**config.mk**
```make
export PLATFORM = sky130hd
export DESIGN_NAME = imem_fetch_ctrl
export DESIGN_NICKNAME = d
export VERILOG_FILES = /design/src/rtl/imem_fetch_ctrl.sv
export SDC_FILE = /design/constraint.sdc
export NUM_CORES = 1
export LEC_CHECK = 0
export CAP_MARGIN = 20
export CORE_ASPECT_RATIO = 0.9
export CORE_MARGIN = 2
export CORE_UTILIZATION = 39
export CTS_CLUSTER_SIZE = 14
export DETAILED_ROUTE_END_ITERATION = 16
export GPL_TIMING_DRIVEN = 0
export PLACE_DENSITY_LB_ADDON = 0.2
export SKIP_LAST_GASP = 1
export SLEW_MARGIN = 40
export SYNTH_ARGS = -nofsm -noshare
export SYNTH_HDL_FRONTEND = slang
export SYNTH_SLANG_ARGS = --single-unit
```
**constraint.sdc**
```tcl
create_clock -name clk -period 3.23 [get_ports clk]
set_input_delay 0.969 -clock clk [delete_from_list [all_inputs] [get_ports clk]]
set_output_delay 0.969 -clock clk [all_outputs]
set_load 0.01 [all_outputs]
```
**src/rtl/imem_fetch_ctrl.sv**
```systemverilog
// Instruction-memory sequencer: shares the single memory port between the boot loader and fetch.
// Optional delivered-instruction counter is enabled by defining FETCH_CNT_EN.
module imem_fetch_ctrl #(
    parameter int unsigned DEPTH    = 1024,
    parameter logic [31:0] RESET_PC = 32'h0000_0000
) (
    input  logic                     clk,
    input  logic                     rst,
    input  logic                     start,
    input  logic                     halt_req,
    input  logic                     ld_we,
    input  logic [31:0]              ld_addr,
    input  logic [31:0]              ld_wdata,
    output logic                     ld_ready,
    input  logic                     redirect_valid,
    input  logic [31:0]              redirect_pc,
    output logic                     if_valid,
    input  logic                     if_ready,
    output logic [31:0]              if_pc,
    output logic [31:0]              if_instr,
    output logic                     misalign_err,
    output logic [31:0]              fetch_count,
    output logic [$clog2(DEPTH)-1:0] mem_addr,
    output logic                     mem_we,
    output logic [31:0]              mem_wdata,
    input  logic [31:0]              mem_rdata
);

    localparam int IW = $clog2(DEPTH);

    typedef enum logic [1:0] {
        ST_BOOT = 2'd0,
        ST_RUN  = 2'd1,
        ST_HALT = 2'd2
    } state_t;

    state_t      state_q, state_d;
    logic [31:0] pc_q, pc_d;
    logic        if_valid_q, if_valid_d;
    logic [31:0] if_pc_q, if_pc_d;
    logic [31:0] if_instr_q, if_instr_d;
    logic        misalign_q, misalign_d;
    logic        ld_ready_q, ld_ready_d;
    logic        ld_addr_unused_s;

    // Only the word-index bits of the loader address reach the memory.
    assign ld_addr_unused_s = ^{ld_addr[31:IW+2], ld_addr[1:0]};

    // Next-state logic: loader states wait for start; RUN fetches with halt > redirect > advance > hold.
    always_comb begin
        state_d    = state_q;
        pc_d       = pc_q;
        if_valid_d = if_valid_q;
        if_pc_d    = if_pc_q;
        if_instr_d = if_instr_q;
        misalign_d = misalign_q;
        case (state_q)
            ST_BOOT, ST_HALT: begin
                if_valid_d = 1'b0;
                if (start) begin
                    pc_d    = RESET_PC;
                    state_d = ST_RUN;
                end else begin
                    state_d = state_q;
                end
            end
            ST_RUN: begin
                if (halt_req) begin
                    if_valid_d = 1'b0;
                    state_d    = ST_HALT;
                end else if (redirect_valid) begin
                    if_valid_d = 1'b0;
                    // A misaligned target stops the core without moving the PC.
                    if (redirect_pc[1:0] != 2'b00) begin
                        misalign_d = 1'b1;
                        state_d    = ST_HALT;
                    end else begin
                        pc_d = redirect_pc;
                    end
                end else if (!if_valid_q || if_ready) begin
                    if_instr_d = mem_rdata;
                    if_pc_d    = pc_q;
                    if_valid_d = 1'b1;
                    pc_d       = pc_q + 32'd4;
                end else begin
                    if_valid_d = 1'b1;
                end
            end
            default: begin
                state_d    = ST_BOOT;
                if_valid_d = 1'b0;
            end
        endcase
        ld_ready_d = (state_d != ST_RUN);
    end

    // Memory port mux: loader owns the port outside RUN, the PC owns it in RUN.
    always_comb begin
        if (state_q == ST_RUN) begin
            mem_addr  = pc_q[IW+1:2];
            mem_we    = 1'b0;
            mem_wdata = 32'h0000_0000;
        end else begin
            mem_addr  = ld_addr[IW+1:2];
            mem_we    = ld_we;
            mem_wdata = ld_wdata;
        end
    end

    // State and output registers with synchronous reset.
    always_ff @(posedge clk) begin
        if (rst) begin
            state_q    <= ST_BOOT;
            pc_q       <= RESET_PC;
            if_valid_q <= 1'b0;
            if_pc_q    <= 32'h0000_0000;
            if_instr_q <= 32'h0000_0000;
            misalign_q <= 1'b0;
            ld_ready_q <= 1'b1;
        end else begin
            state_q    <= state_d;
            pc_q       <= pc_d;
            if_valid_q <= if_valid_d;
            if_pc_q    <= if_pc_d;
            if_instr_q <= if_instr_d;
            misalign_q <= misalign_d;
            ld_ready_q <= ld_ready_d;
        end
    end

    assign ld_ready     = ld_ready_q;
    assign if_valid     = if_valid_q;
    assign if_pc        = if_pc_q;
    assign if_instr     = if_instr_q;
    assign misalign_err = misalign_q;

`ifdef FETCH_CNT_EN
    logic [31:0] fetch_count_q, fetch_count_d;

    // Count every completed decode handshake.
    always_comb begin
        if (if_valid_q && if_ready) begin
            fetch_count_d = fetch_count_q + 32'd1;
        end else begin
            fetch_count_d = fetch_count_q;
        end
    end

    // Counter register, cleared only by reset.
    always_ff @(posedge clk) begin
        if (rst) begin
            fetch_count_q <= 32'h0000_0000;
        end else begin
            fetch_count_q <= fetch_count_d;
        end
    end

    assign fetch_count = fetch_count_q;
`else
    assign fetch_count = 32'h0000_0000;
`endif

endmodule
```
==> metrics.txt, run 1 <==
# TYPE chip_impl_metric gauge
chip_impl_info{name="outcome",value="finished clean"} 1
chip_impl_metric{name="muxShareOfSynthArea",unit="%"} 2.436
chip_impl_metric{name="avgViaCountPerCell",unit=""} 4.967
chip_impl_info{name="rsz_0062_raised_after_global_routing",value="true"} 1
chip_impl_metric{name="synth_simple_gate_area_share",unit="%"} 26.70
chip_impl_metric{name="syn_area_per_cell",unit="µm²"} 7.669
chip_impl_metric{name="final_cell_area",unit="mm²"} 0.007946
chip_impl_metric{name="detail_route.wl_per_cell",unit="µm"} 14.91
chip_impl_metric{name="grt_max_degree",unit=""} 17
chip_impl_metric{name="first_pass_grt_wire_length",unit="µm"} 25790
chip_impl_metric{name="period_share",unit="%"} 95.65
chip_impl_metric{name="min_period",unit="ns"} 3.090
chip_impl_info{name="hold_path_startpoint",value="if_pc[28]$_SDFFE_PP0P_"} 1
chip_impl_metric{name="pwr_density_cell",unit="mW/mm²"} 372.4
chip_impl_metric{name="final.setup.tns",unit="ns"} 0
chip_impl_metric{name="multi_input_area",unit="mm²"} 0.002665
chip_impl_metric{name="post_synth_design_cell_area",unit="mm²"} 0.005085
chip_impl_metric{name="synth_cells",unit=""} 663
chip_impl_info{name="postSynth.topFlopCell",value="dfxtp_1"} 1
chip_impl_metric{name="globalRouteOverflowTotal",unit=""} 0
chip_impl_metric{name="report.power.total",unit="mW"} 2.960
chip_impl_metric{name="critPathArrivalTime",unit="ns"} 2.12
chip_impl_metric{name="setup_viol",unit=""} 0
chip_impl_metric{name="clkLatencyLatePin",unit="ns"} 0.35
chip_impl_metric{name="fp.dieArea",unit="mm²"} 0.01397
chip_impl_metric{name="layout.nets",unit=""} 1061
chip_impl_metric{name="synth.distinct_cells",unit=""} 52
chip_impl_metric{name="max_cap_viol_count",unit=""} 0
chip_impl_info{name="holdPathEnd",value="if_pc[28]$_SDFFE_PP0P_"} 1
chip_impl_info{name="largest_family_of_logic_cells_by_synthesized_area",value="simple AND/OR/NAND/NOR gates"} 1
chip_impl_metric{name="antenna_found_initial",unit=""} 0
chip_impl_metric{name="ctsHtreeMaxLevel",unit=""} 3
chip_impl_metric{name="synth.yosys.seq_area_share",unit="%"} 39.76
chip_impl_metric{name="leakage",unit="nW"} 2.786
chip_impl_metric{name="antenna_left",unit=""} 0
chip_impl_info{name="worst_setup_path_start_kind",value="input port"} 1
chip_impl_info{name="reg2reg_from",value="pc_q[9]$_SDFFE_PP0P_"} 1
chip_impl_metric{name="final_layout_size_suffix_gt1_share",unit="%"} 9.355
chip_impl_metric{name="vias",unit=""} 5434
chip_impl_metric{name="setup_slack_placement",unit="ns"} -0.1389
chip_impl_metric{name="finalWorstSetupSlack",unit="ns"} 0.1404
chip_impl_metric{name="synth_compound_area_share",unit="%"} 19.29
chip_impl_metric{name="post-cts-setup-buffer-count",unit=""} 0
chip_impl_info{name="end_kind",value="output pin"} 1
chip_impl_metric{name="io_pins",unit=""} 277
chip_impl_metric{name="place_area",unit="mm²"} 0.007617
chip_impl_info{name="cts.root.buffer_cell",value="clkbuf_16"} 1
chip_impl_metric{name="max-clock-path-buffers",unit=""} 2
chip_impl_metric{name="synthDominantCellAreaShare",unit="%"} 39.76
chip_impl_metric{name="dpl.hpwl",unit="µm"} 12290
chip_impl_metric{name="drv_slew",unit=""} 0
chip_impl_info{name="crit_type",value="in -> out"} 1
chip_impl_metric{name="placer_s_final_routability_congestion_estimate",unit=""} 0.9552
chip_impl_metric{name="register_area",unit="mm²"} 0.002022
chip_impl_metric{name="worst_voltage_drop_across_the_vdd_grid",unit="mV"} 0.2232
chip_impl_metric{name="start_util",unit="%"} 39.93
chip_impl_metric{name="yosys.area_share.adder",unit="%"} 0.2461
chip_impl_info{name="min_path_type",value="reg -> reg"} 1
chip_impl_metric{name="worst-r2r-cell-count",unit=""} 7
chip_impl_metric{name="die_width",unit="µm"} 124.4
chip_impl_metric{name="detail_route.first_pass.iterations",unit=""} 5
chip_impl_metric{name="timing_hold_violations_final",unit=""} 0
chip_impl_info{name="synth.largest_area_cell",value="dfxtp_1"} 1
chip_impl_metric{name="design.core.area",unit="mm²"} 0.01274
chip_impl_metric{name="synth_edf_count",unit=""} 0
chip_impl_info{name="synth.area.top_cells",value="dfxtp_1 (40%), nand2_1 (11%), a21oi_1 (9.0%)"} 1
chip_impl_metric{name="worst_ep_required_time",unit="ns"} 2.26
chip_impl_metric{name="drt_first_iter_violations",unit=""} 388
chip_impl_metric{name="synth_xor_xnor_area_share",unit="%"} 1.206
chip_impl_metric{name="cts_made_buffers",unit=""} 9
chip_impl_info{name="cts_tree",value="built"} 1
chip_impl_metric{name="async_reset_ff_share",unit="%"} 0
chip_impl_metric{name="fin_worst_hold_slack",unit="ns"} 0.4519
chip_impl_metric{name="timing_worst_slew_pin_value",unit="ns"} 0.7088
chip_impl_metric{name="num-fill-cells",unit=""} 1179
chip_impl_metric{name="yosysWarnings",unit=""} 0
chip_impl_metric{name="antenna_cells",unit=""} 0
chip_impl_info{name="crit-reg2reg-capture",value="pc_q[25]$_SDFFE_PP0P_"} 1
chip_impl_metric{name="floorplan.rows",unit=""} 39
chip_impl_metric{name="wirelength",unit="µm"} 16310
chip_impl_metric{name="whs_path_depth",unit=""} 2
chip_impl_metric{name="achievable-frequency",unit="GHz"} 0.3237
chip_impl_metric{name="drc",unit=""} 0
chip_impl_metric{name="ff2ff_setup_slack",unit="ns"} 0.93
chip_impl_metric{name="areaGrowthSynthToFinish",unit="%"} 56.27
chip_impl_metric{name="grt_util_all_layers",unit="%"} 22.55
chip_impl_metric{name="clock_transition_at_path_regs",unit="ns"} 0.07
chip_impl_metric{name="critical_path.max_fanout",unit=""} 1
chip_impl_metric{name="synth.ff_latch_count",unit=""} 101
chip_impl_metric{name="die_height",unit="µm"} 112.3
chip_impl_metric{name="grt_pass1_vias",unit=""} 4982
chip_impl_metric{name="post_cts_hold_buffer_count",unit=""} 0
chip_impl_metric{name="fin_skew",unit="ns"} 0.01224
chip_impl_metric{name="max_slew_margin",unit="%"} 52.39
chip_impl_metric{name="clock_sink_count",unit=""} 101
chip_impl_metric{name="port_buffers",unit=""} 220
-- per-layer routing --
layer / part of all wire, % / global-route usage, %
met2: 46 / 36.90
met1: 46 / 30.57
met5: 0 / 0
met4: 1.6 / 5.768
met3: 6.8 / 4.671
-- registers in the layout, indices dropped and copies added, names as in the netlist --
signal,flops
misalign_err,1
if_instr,32
pc_q,32
state_q,2
if_pc,32
ld_ready,1
if_valid,1
-- per-stage QoR --
stage          utilization [%]  cells
2_1_floorplan                -    694
3_3_place_gp             59.74   1078
3_5_place_dp             59.81   1078
4_1_cts                  62.36   1094
5_1_grt                  62.39   1094
6_report                 62.39   1094
-- Yosys cell counts, drive strengths merged, types with 7 or more instances --
library cell  number
a21oi             95
a22oi             15
and2              39
buf               45
clkbuf            41
dfxtp            101
inv               13
mux2              11
nand2            153
nand3             11
nand4             17
nor2              22
nor3               8
nor4               8
o21ai             17
o32ai              7
-- layout by cell type (no fill, tap or decap), drive strengths merged, types with 2 or more instances in the layout --
| master | Yosys | final |
|---|---|---|
| conb | 1 | 32 |
| or3 | 4 | 4 |
| a21oi | 95 | 95 |
| nor4 | 8 | 8 |
| or3b | 2 | 2 |
| xor2 | 4 | 4 |
| clkbuf | 41 | 52 |
| or4 | 3 | 3 |
| o22ai | 4 | 4 |
| clkdlybuf4s50 | 0 | 220 |
| and4 | 5 | 5 |
| o21ai | 17 | 17 |
| nand3b | 2 | 2 |
| and2 | 39 | 39 |
| nor2 | 22 | 22 |
| nand2 | 153 | 153 |
| nand4 | 17 | 17 |
| o41ai | 2 | 2 |
| inv | 13 | 14 |
| xnor2 | 3 | 3 |
| mux2 | 11 | 11 |
| and3 | 2 | 2 |
| o21a | 4 | 4 |
| a32o | 4 | 4 |
| nand3 | 11 | 11 |
| nor3 | 8 | 8 |
| buf | 45 | 45 |
| nand2b | 2 | 2 |
| dfxtp | 101 | 101 |
| nor2b | 2 | 2 |
| a22oi | 15 | 15 |
| o32ai | 7 | 7 |
| o31a | 4 | 4 |
| bufinv | 0 | 2 |
-- area by class of cell --
| class | instances | share of cell area, % |
|---|---|---|
| Buffer | 86 | 6.031 |
| Clock buffer | 11 | 3.055 |
| Clock inverter | 5 | 1.023 |
| Inverter | 13 | 0.6141 |
| Multi-Input combinational cell | 494 | 33.54 |
| Sequential cell | 101 | 25.44 |
| Tap cell | 164 | 2.582 |
| Timing Repair Buffer | 220 | 27.71 |
-- cell families after synthesis --
logic type | Yosys count
AND/OR/NAND/NOR | 282
AO/OA/AOI/OAI | 161
flip-flops | 101
buffers and inverters | 99
multiplexers | 11
XOR/XNOR | 7
adder cells (fa/ha/maj) | 1
other | 1
-- power breakdown --
group,internal (mW),switching (mW)
Sequential,1.26,0.0110
Clock,0.702,0.477
Combinational,0.294,0.215
-- critical path: stages --
cell             delay (ns)
clkdlybuf4s50_1        0.39
mux2_2                 0.27
clkdlybuf4s50_1        0.49
-- how the worst max path moves through the flow --
stage                                      to             startpoint  depth (start not counted)  slack, ns
finish                            mem_addr[1]             ld_addr[3]                          3       0.14
global route                      mem_addr[9]  state_q[1]$_SDFF_PP0_                          6      -0.02
CTS                               mem_addr[9]  state_q[1]$_SDFF_PP0_                          6       0.03
detailed placement      pc_q[30]$_SDFFE_PP0P_               halt_req                          5      -0.14
global placement        pc_q[22]$_SDFFE_PP0P_               halt_req                          5      -0.14
floorplan           if_instr[10]$_SDFFE_PP0P_         redirect_valid                          9       0.67
-- what timing repair did --
action	4_1_cts	5_1_grt
setup endpoints to repair	35	29
gates resized for setup	1	6
gates cloned	0	0
endpoints found under the hold margin	0	0
Note: power is estimated with default switching activity, not from simulation.
==> run 2, diff against run 1 <==
--- a/config.mk
+++ b/config.mk
@@ -13,7 +13,6 @@
 export DETAILED_ROUTE_END_ITERATION = 16
 export GPL_TIMING_DRIVEN = 0
 export PLACE_DENSITY_LB_ADDON = 0.2
-export SKIP_LAST_GASP = 1
 export SLEW_MARGIN = 40
 export SYNTH_ARGS = -nofsm -noshare
 export SYNTH_HDL_FRONTEND = slang
==> run 2 against run 1 <==
Net effect:
- wire length about the same
- sequential power about the same
- largest cell class unchanged
- critical path depth unchanged
- register-to-register slack about the same
- sequential cell count unchanged
- clock-buffer cell count unchanged
- hold slack unchanged
- highest routed layer unchanged
- non-clock buffer count unchanged
- first-iteration DRC count down 0.26%
==> metrics.txt, run 2 (same netlist as run 1, synthesis figures left out) <==
# TYPE chip_impl_metric gauge
chip_impl_info{name="outcome",value="finished clean"} 1
chip_impl_metric{name="critical_path.max_stage_delay",unit="ns"} 0.49
chip_impl_metric{name="post_cts_hold_buffer_count",unit=""} 0
chip_impl_metric{name="power.share.sequential",unit="%"} 43.0
chip_impl_info{name="path_delay_family",value="buffers and inverters"} 1
chip_impl_metric{name="worst-r2r-cell-count",unit=""} 7
chip_impl_metric{name="utilization",unit="%"} 62.39
chip_impl_metric{name="post-place-cells",unit=""} 1078
chip_impl_metric{name="dpl.hpwl",unit="µm"} 12290
chip_impl_info{name="holdPathEnd",value="if_pc[28]$_SDFFE_PP0P_"} 1
chip_impl_metric{name="antenna_left",unit=""} 0
chip_impl_info{name="timing.critical_path.slowest_stage_cell",value="clkdlybuf4s50_1"} 1
chip_impl_metric{name="detail_route.wl_per_cell",unit="µm"} 14.91
chip_impl_metric{name="achievable-frequency",unit="GHz"} 0.3237
chip_impl_metric{name="floorplan.rows",unit=""} 39
chip_impl_metric{name="routed-wl-met3",unit="µm"} 1106
chip_impl_metric{name="cts_made_buffers",unit=""} 9
chip_impl_metric{name="timing_worst_slew_pin_value",unit="ns"} 0.7093
chip_impl_metric{name="worst_voltage_drop_across_the_vdd_grid",unit="mV"} 0.2232
chip_impl_metric{name="power_frac_clock",unit="%"} 39.8
chip_impl_metric{name="die_height",unit="µm"} 112.3
chip_impl_metric{name="critical_path.max_fanout",unit=""} 1
chip_impl_info{name="end_kind",value="output pin"} 1
chip_impl_metric{name="stdcell_count",unit=""} 1094
chip_impl_metric{name="vias",unit=""} 5441
chip_impl_info{name="crit_type",value="in -> out"} 1
chip_impl_metric{name="power.share.switching",unit="%"} 23.76
chip_impl_info{name="layout.cells.most_common",value="clkdlybuf4s50_1"} 1
chip_impl_metric{name="power_frac_comb",unit="%"} 17.2
chip_impl_metric{name="internal-power",unit="mW"} 2.256
chip_impl_metric{name="io_pins",unit=""} 277
chip_impl_metric{name="start_util",unit="%"} 39.93
chip_impl_metric{name="ff2ff_setup_slack",unit="ns"} 0.93
chip_impl_metric{name="clock_transition_at_path_regs",unit="ns"} 0.07
chip_impl_info{name="reg2reg_from",value="pc_q[9]$_SDFFE_PP0P_"} 1
chip_impl_metric{name="detail_route.wirelength.met1",unit="µm"} 7421
chip_impl_metric{name="wirelength",unit="µm"} 16320
chip_impl_info{name="crit_path_frequent_cell",value="clkdlybuf4s50_1"} 1
chip_impl_info{name="timing.critical_path.cells",value="clkdlybuf4s50_1 -> mux2_2 -> clkdlybuf4s50_1"} 1
chip_impl_metric{name="grt_util_all_layers",unit="%"} 22.55
chip_impl_metric{name="worst_path_buf_inv",unit=""} 2
chip_impl_metric{name="post-cts-setup-buffer-count",unit=""} 0
chip_impl_metric{name="period_share",unit="%"} 95.65
chip_impl_metric{name="detail_route.first_pass.iterations",unit=""} 5
chip_impl_metric{name="setup_viol",unit=""} 0
chip_impl_info{name="layout_common_cells",value="clkdlybuf4s50_1 (220), nand2_1 (153), dfxtp_1 (101)"} 1
chip_impl_info{name="worst_setup_path_start_kind",value="input port"} 1
chip_impl_metric{name="ctsHtreeMaxLevel",unit=""} 3
chip_impl_metric{name="max_cap_viol_count",unit=""} 0
chip_impl_metric{name="port_buffers",unit=""} 220
chip_impl_info{name="hold_path_startpoint",value="if_pc[28]$_SDFFE_PP0P_"} 1
chip_impl_info{name="cts.root.buffer_cell",value="clkbuf_16"} 1
chip_impl_metric{name="clkLatencyLatePin",unit="ns"} 0.35
chip_impl_metric{name="routed-wl-met2",unit="µm"} 7530
chip_impl_metric{name="antenna_cells",unit=""} 0
chip_impl_info{name="rsz_0062_raised_after_global_routing",value="false"} 1
chip_impl_metric{name="design.core.area",unit="mm²"} 0.01274
chip_impl_info{name="cts_tree",value="built"} 1
chip_impl_metric{name="total_switching_power",unit="mW"} 0.7033
chip_impl_info{name="topmost_layer_with_routed_signal_wires",value="met4"} 1
chip_impl_metric{name="fp.dieArea",unit="mm²"} 0.01397
chip_impl_metric{name="drv_slew",unit=""} 0
chip_impl_metric{name="max_slew_margin",unit="%"} 52.36
chip_impl_metric{name="grt_pass1_vias",unit=""} 4982
chip_impl_metric{name="clock_sink_count",unit=""} 101
chip_impl_metric{name="placer_s_final_routability_congestion_estimate",unit=""} 0.9552
chip_impl_metric{name="avgViaCountPerCell",unit=""} 4.973
chip_impl_metric{name="grt_max_degree",unit=""} 17
chip_impl_metric{name="final_layout_size_suffix_gt1_share",unit="%"} 9.355
chip_impl_info{name="min_path_type",value="reg -> reg"} 1
chip_impl_metric{name="globalRouteOverflowTotal",unit=""} 0
chip_impl_metric{name="whs_path_depth",unit=""} 2
chip_impl_metric{name="layout.nets",unit=""} 1061
chip_impl_metric{name="first_pass_grt_wire_length",unit="µm"} 25790
chip_impl_metric{name="max-clock-path-buffers",unit=""} 2
chip_impl_metric{name="drt_first_iter_violations",unit=""} 387
chip_impl_metric{name="critPathArrivalTime",unit="ns"} 2.12
chip_impl_metric{name="areaGrowthSynthToFinish",unit="%"} 56.27
chip_impl_metric{name="drc",unit=""} 0
chip_impl_metric{name="leakage",unit="nW"} 2.785
chip_impl_info{name="crit-reg2reg-capture",value="pc_q[25]$_SDFFE_PP0P_"} 1
chip_impl_metric{name="pwr_density_cell",unit="mW/mm²"} 372.5
chip_impl_metric{name="antenna_found_initial",unit=""} 0
chip_impl_metric{name="min_period",unit="ns"} 3.090
chip_impl_metric{name="timing_hold_violations_final",unit=""} 0
chip_impl_metric{name="die_width",unit="µm"} 124.4
chip_impl_metric{name="worst_ep_required_time",unit="ns"} 2.26
chip_impl_metric{name="fin_skew",unit="ns"} 0.01229
run 2: cell count changes in the layout (fill, tap and decap cells not counted), sizes merged:
cell    before  now
buf         45   46
clkbuf      52   51
run 2: worst register-to-register path: stages (launching register included):
cell      delay (ns)
dfxtp_1         0.31
clkbuf_1        0.36
nand4_1         0.16
or4_1           0.54
clkbuf_1        0.24
o31a_1          0.31
o21ai_0         0.16
a21oi_1         0.08
run 2: area by class of cell:
type / instances / area (µm²)
Fill cell: 1179 / 4790
Multi-Input combinational cell: 494 / 2665
Timing Repair Buffer: 220 / 2202
Sequential cell: 101 / 2022
Buffer: 86 / 479.2
Clock buffer: 11 / 242.7
Tap cell: 164 / 205.2
Clock inverter: 5 / 81.33
Inverter: 13 / 48.80
run 2: power groups by stage:
stage	registers, mW	clock network (mW)	logic (mW)
finish	1.27	1.18	0.509
global route	1.27	1.24	0.548
CTS	1.27	1.20	0.508
detailed placement	1.30	0	0.505
global placement	1.30	0	0.503
floorplan	1.30	0	0.216
run 2: timing repair:
item | 4_1_cts | 5_1_grt
setup endpoints to repair | 35 | 29
gates resized for setup | 1 | 7
cloned | 0 | 0
run 2: how the worst max path moves through the flow:
stage                           from                   endpoint  slack (ns)  cells after the start
6_report                  ld_addr[3]                mem_addr[1]        0.14                      3
5_1_grt        state_q[1]$_SDFF_PP0_                mem_addr[9]       0.003                      6
4_1_cts        state_q[1]$_SDFF_PP0_                mem_addr[9]        0.03                      6
3_5_place_dp                halt_req      pc_q[30]$_SDFFE_PP0P_       -0.14                      5
3_3_place_gp                halt_req      pc_q[22]$_SDFFE_PP0P_       -0.14                      5
2_1_floorplan         redirect_valid  if_instr[10]$_SDFFE_PP0P_        0.67                      9
run 2: per-layer routing:
layer	global-route usage [%]	vias to the layer above
li1	-	2736
met1	30.57	2439
met2	36.90	244
met3	4.671	22
met4	5.768	0
met5	0	-
run 2: through the flow:
| stage | instance area (µm²) | TNS [ns] | hold slack [ns] | worst slack, ns | total power [mW] |
|---|---|---|---|---|---|
| floorplan | 5201 | 0 | 0.4273 | 0.6676 | 1.519 |
| global placement | 7609 | -1.750 | 0.4383 | -0.1391 | 1.803 |
| detailed placement | 7617 | -1.477 | 0.4444 | -0.1389 | 1.805 |
| CTS | 7943 | 0 | 0.4547 | 0.02840 | 2.976 |
| global route | 7946 | 0 | 0.4726 | 0.003398 | 3.060 |
| finish | 7946 | 0 | 0.4519 | 0.1404 | 2.960 |
==> run 3, diff against run 2 <==
--- a/config.mk
+++ b/config.mk
@@ -11,6 +11,7 @@
 export CORE_UTILIZATION = 39
 export CTS_CLUSTER_SIZE = 14
 export DETAILED_ROUTE_END_ITERATION = 16
+export GPL_ROUTABILITY_DRIVEN = 0
 export GPL_TIMING_DRIVEN = 0
 export PLACE_DENSITY_LB_ADDON = 0.2
 export SLEW_MARGIN = 40
==> results of run 3 <==
The final DEF is identical to that of run 2; final timing and power are the same.
